### config.mk
export PLATFORM = sky130hd
export DESIGN_NAME = fre_count_latch
export DESIGN_NICKNAME = d
export VERILOG_FILES = /design/src/rtl/fre_count_latch_pkg.sv /design/src/rtl/bcd_digit.sv /design/src/rtl/fre_count_latch.sv
export SDC_FILE = /design/constraint.sdc
export NUM_CORES = 1
export LEC_CHECK = 0
export CAP_MARGIN = 20
export CORE_MARGIN = 5
export CORE_UTILIZATION = 55
export CTS_CLUSTER_DIAMETER = 80
export DETAILED_ROUTE_END_ITERATION = 10
export GPL_TIMING_DRIVEN = 0
export PLACE_DENSITY = 0.9
export SYNTH_ARGS = -nofsm -noshare
export SYNTH_HDL_FRONTEND = slang
export SYNTH_SLANG_ARGS = --single-unit
### constraint.sdc
create_clock -name clk -period 2.66 [get_ports clk]
set_input_delay 0.532 -clock clk [delete_from_list [all_inputs] [get_ports clk]]
set_output_delay 0.532 -clock clk [all_outputs]
set_load 0.05 [all_outputs]
### src/rtl/fre_count_latch_pkg.sv
// Shared decade constants and defaults for the frequency-meter measurement stage.
// The gate controller and the display driver import the same package.
package fre_count_latch_pkg;

  localparam logic [3:0] BCD_MAX  = 4'd9;
  localparam logic [3:0] BCD_ZERO = 4'd0;

  localparam int DEFAULT_DIGITS      = 6;
  localparam int DEFAULT_SYNC_STAGES = 2;

  function automatic logic bcd_is_max(input logic [3:0] d);
    return d == BCD_MAX;
  endfunction

endpackage

### src/rtl/bcd_digit.sv
// One decade of the measurement counter: clears or steps 0..9, carries on 9 -> 0.
// Registered count, combinational carry; no backpressure.
module bcd_digit
  import fre_count_latch_pkg::*;
(
  input  logic       clk,
  input  logic       rst_n,
  input  logic       clr,
  input  logic       inc,
  output logic [3:0] q,
  output logic       carry
);

  assign carry = inc & bcd_is_max(q);

  always_ff @(posedge clk or negedge rst_n) begin
    if (!rst_n) begin
      q <= BCD_ZERO;
    end else if (clr) begin
      q <= BCD_ZERO;
    end else if (inc) begin
      q <= bcd_is_max(q) ? BCD_ZERO : q + 4'd1;
    end
  end

endmodule

### src/rtl/fre_count_latch.sv
// Counts synchronised rising edges of sig_in inside the gate window and latches the BCD result on load.
// sig_in rise reaches the counter SYNC_STAGES+1 clk later; latch updates one clk after load rises; no backpressure.
module fre_count_latch
  import fre_count_latch_pkg::*;
#(
  parameter int DIGITS      = DEFAULT_DIGITS,
  parameter int SYNC_STAGES = DEFAULT_SYNC_STAGES
) (
  input  logic                  clk,
  input  logic                  rst_n,
  input  logic                  sig_in,
  input  logic                  count_en,
  input  logic                  count_clr,
  input  logic                  load,
  output logic [4*DIGITS-1:0]   disp_bcd,
  output logic                  overflow,
  output logic                  valid
);

  logic [SYNC_STAGES-1:0] sync_q;
  logic                   s;
  logic                   s_d;
  logic                   rise;

  logic [4*DIGITS-1:0]    count;
  logic [DIGITS-1:0]      dig_inc;
  logic [DIGITS-1:0]      dig_carry;
  logic [DIGITS-1:0]      dig_nine;
  logic                   all_nines;
  logic                   inc_req;
  logic                   ovf_cnt;
  logic                   ovf_set;

  logic                   load_d;
  logic                   ld_pulse;

  // Synchroniser chain followed by a single-flop rise detector.
  always_ff @(posedge clk or negedge rst_n) begin
    if (!rst_n) begin
      sync_q <= '0;
      s_d    <= 1'b0;
    end else begin
      sync_q <= {sync_q[SYNC_STAGES-2:0], sig_in};
      s_d    <= s;
    end
  end

  assign s    = sync_q[SYNC_STAGES-1];
  assign rise = s & ~s_d;

  assign inc_req   = rise & count_en & ~count_clr;
  assign all_nines = &dig_nine;

  genvar k;
  generate
    for (k = 0; k < DIGITS; k++) begin : g_digit
      assign dig_nine[k] = bcd_is_max(count[4*k +: 4]);

      if (k == 0) begin : g_lsd
        // Saturation: the LSD is never stepped once every decade reads 9.
        assign dig_inc[k] = inc_req & ~all_nines;
      end else begin : g_upper
        assign dig_inc[k] = dig_carry[k-1];
      end

      bcd_digit u_digit (
        .clk   (clk),
        .rst_n (rst_n),
        .clr   (count_clr),
        .inc   (dig_inc[k]),
        .q     (count[4*k +: 4]),
        .carry (dig_carry[k])
      );
    end
  endgenerate

  // The MSD carry stays low while saturation gating holds; it is folded in so a wrap could never go unflagged.
  assign ovf_set = (inc_req & all_nines) | dig_carry[DIGITS-1];

  always_ff @(posedge clk or negedge rst_n) begin
    if (!rst_n) begin
      ovf_cnt <= 1'b0;
    end else if (count_clr) begin
      ovf_cnt <= 1'b0;
    end else if (ovf_set) begin
      ovf_cnt <= 1'b1;
    end
  end

  assign ld_pulse = load & ~load_d;

  // Latch samples the pre-update counter, so a coincident clear or increment is not seen.
  always_ff @(posedge clk or negedge rst_n) begin
    if (!rst_n) begin
      load_d   <= 1'b0;
      disp_bcd <= '0;
      overflow <= 1'b0;
      valid    <= 1'b0;
    end else begin
      load_d <= load;
      valid  <= ld_pulse;
      if (ld_pulse) begin
        disp_bcd <= count;
        overflow <= ovf_cnt;
      end
    end
  end

endmodule
==> impl_results.md <==
* Status: finished, final reports clean
* First-pass GRT wire length at 9150 um
* Register bit count reported by yosys at 55
* Number of fill cells at 366
* Final Hold Vio Count at 0
* Final WL at 5170 um
* Levels on crit path at 6
* Ys Warns at 0
* Share of cells above drive strength 1 at 14.2%
* Arrival @ worst endpoint at 2.43 ns
* Hold Path Class: in -> async
* Post-synth cell types at 43
* Gate power share at 6.2%
* CTS H-tree depth at 2
* Max-slew violation count at 0
* Clk root buf: clkbuf_8
* Final GP Congestion at 0.830
* Tot GR Track Use at 18.8%
* Fmax at 448 MHz
* Synth Area per Inst at 11.4 um^2
* # DRC at 0
* Most common flop cell mapped by yosys: dfrtp_1
* Crit Path Class: reg -> reg
* WP data required at 2.86 ns
* Clk_lat worst skew at 0.31 ns
* Die area at 0.00619 mm^2
* Largest net degree at the start of global routing at 38
* Sequential element share of the synthesized area at 53.1%
* WL/cell at 16.1 um
* CP Capture Point: g_digit[1].u_digit.q[1]$_DFFE_PN0P_
* Worst-path clk slew at 0.09 ns
* Vias in the first global route at 1957
* Initial DRC count at 130
* P_leak at 1.32 nW
* Internal at 0.00111 W
* IO buf count at 30
* Core area at 0.00466 mm^2
* Clock power share at 34.5%
* CP top delay family: simple AND/OR/NAND/NOR gates
* Worst r2r src: g_digit[2].u_digit.q[1]$_DFFE_PN0P_
* Slowest stage delay, CP at 0.72 ns
* Post-Syn Instances at 228
* Cells after DPL at 313
* Async S/R FF share, synth at 100%
* Pwr Density at 467 mW/mm^2
* Post_cts resized at 0
* Die H at 78.7 um
* Syn_nets at 244
* Synthesized area at 0.00259 mm^2
* CTS buffer count at 5
* Final setup skew at 0.00479 ns
* Total Nets Final at 282
* Core Util, Final at 66.0%
* CTS tree: done
* Max clock buf depth at 2
* Clock sinks at 55
* # hold bufs at CTS at 0
* Std cell rows at 25
* Min Clock Period, post-route at 2.23 ns
* Reg2reg setup slack at 0.43 ns
* Setup Fix Bufs, Post-CTS at 0
* Diode count at 0
* Worst-path maximum fanout at 8
* Via count at 1902
* Final cell count without fillers at 321
* MaxCap Viol Count at 0
* Startpoint types: register
* Initial Util at 55.7%
* Worst VDD drop at 0.000329 V
* Cell at the slowest stage of the critical path: nor4_2
* Setup Viol. Count Final at 0
* Critical path origin: g_digit[2].u_digit.q[1]$_DFFE_PN0P_
* Worst Tran Pin Value at 0.752 ns
* Drt first pass iters at 4
* CP Capture Type: register
* RR Endpoint: g_digit[1].u_digit.q[1]$_DFFE_PN0P_
* IO Pins at 32
* Remaining Overflow, GRT at 0
* Vias per Instance at 5.93
* Sequential power share at 59.4%
* CP Cell Sequence: inv_1 -> ha_1 -> nand3b_1 -> nor4_2 -> a21oi_1 -> o31ai_1
* Buf/Inv on CP at 1
* Switching Share at 22.4%
* RSZ-0062 raised after global routing: no
* Reg2Reg Depth at 6
* Initial antenna violation count at 0
* Die width at 78.7 um
* Slew headroom at 49.5%
* Tcrit/Tclk final at 84.0%
* Switch Pwr at 0.000322 W
* Area Growth Syn to Fin at 18.6%
* Dpl hpwl at 3740 um
* EDFF count, synth at 0
* Antenna Violating Nets Remaining at 0
## flip-flops by register name, indices dropped and copies added, names as in the netlist
signal / count
disp_bcd: 24
g_digit.u_digit.q: 24
load_d: 1
overflow: 1
ovf_cnt: 1
s_d: 1
sync_q: 2
valid: 1
## power by group through the flow
| stage | registers, W | clock network, W | logic, W |
|---|---|---|---|
| final | 0.000852 | 0.000495 | 0.0000888 |
| after global placement | 0.000868 | 0 | 0.0000857 |
| after global routing | 0.000854 | 0.000530 | 0.0000972 |
| after floorplan | 0.000884 | 0 | 0.0000303 |
| after detailed placement | 0.000869 | 0 | 0.0000902 |
| after CTS | 0.000852 | 0.000504 | 0.0000906 |
## cell usage in the layout (no fill, tap or decap), types with 5 or more instances in the layout
cell type | synthesis | routed
a21oi_1 | 10 | 10
or3_1 | 5 | 5
dfrtp_1 | 55 | 55
o21ai_0 | 17 | 17
or4_1 | 9 | 9
nor2_1 | 6 | 6
nand2_1 | 17 | 17
inv_1 | 12 | 12
nand3_1 | 5 | 5
o31ai_1 | 6 | 6
mux2_2 | 18 | 18
clkbuf_8 | 0 | 7
nand3b_1 | 5 | 5
ha_1 | 10 | 10
clkbuf_1 | 6 | 7
clkdlybuf4s50_1 | 0 | 29
## through the flow
stage	setup TNS [ns]	hold WS (ns)	power [W]	worst slack [ns]	area [um^2]
3_5_place_dp	0	0.340	0.000959	0.222	2980
2_1_floorplan	0	0.236	0.000914	0.778	2590
4_1_cts	0	0.160	0.00145	0.471	3080
5_1_grt	0	0.169	0.00148	0.211	3080
3_3_place_gp	-30.00	0.332	0.000954	-0.548	2960
6_report	0	0.152	0.00144	0.427	3080
## how the worst min path moves through the flow
stage / start / endpoint / depth (start not counted)
2_1_floorplan: rst_n / disp_bcd[0]$_DFFE_PN0P_ / 0
3_3_place_gp: sync_q[0]$_DFF_PN0_ / sync_q[1]$_DFF_PN0_ / 0
3_5_place_dp: sync_q[0]$_DFF_PN0_ / sync_q[1]$_DFF_PN0_ / 0
4_1_cts: rst_n / sync_q[1]$_DFF_PN0_ / 1
5_1_grt: rst_n / s_d$_DFF_PN0_ / 1
6_report: rst_n / sync_q[1]$_DFF_PN0_ / 1
## per-layer routing
| metal | global-route usage [%] | share of wire [%] |
|---|---|---|
| met3 | 3.44 | 3.8 |
| met5 | 0 | 0 |
| met1 | 25.2 | 47 |
| met4 | 8.22 | 2.2 |
| met2 | 29.9 | 47 |
## cell usage after synthesis, types with 4 or more instances
master / number / share of area, %
o21ai_0: 17 / 3.3
nand2b_1: 4 / 0.96
mux2_2: 18 / 7.8
o31ai_1: 6 / 1.7
nand3_1: 5 / 0.96
and3b_1: 4 / 1.4
nand3b_1: 5 / 1.4
ha_1: 10 / 4.8
dfrtp_1: 55 / 53
clkbuf_1: 6 / 0.87
a21oi_1: 10 / 1.9
nor2_1: 6 / 0.87
inv_1: 12 / 1.7
nand2_1: 17 / 2.5
or4_1: 9 / 2.6
or3_1: 5 / 1.2
## final cells by class
class | instances | area, um^2 | share of cell area [%]
sequential | 55 | 1380 | 44.7
timing repair buffer | 31 | 315 | 10.2
inverter | 12 | 45.0 | 1.46
multi-input combinational | 150 | 1110 | 36.2
tap | 54 | 67.6 | 2.20
buffer | 11 | 58.8 | 1.91
clock buffer | 8 | 100 | 3.25
## logic make-up after synthesis
logic type                 share of synthesized area (%)
adders and majority gates                           4.82
DFF                                                 53.1
xor gates and xnor gates                           0.338
buffers and inverters                               4.00
muxes                                               8.97
AOI/OAI and AO/OA                                   10.8
and+or+nand+nor                                     18.0
(Power assumes the default switching activity.)
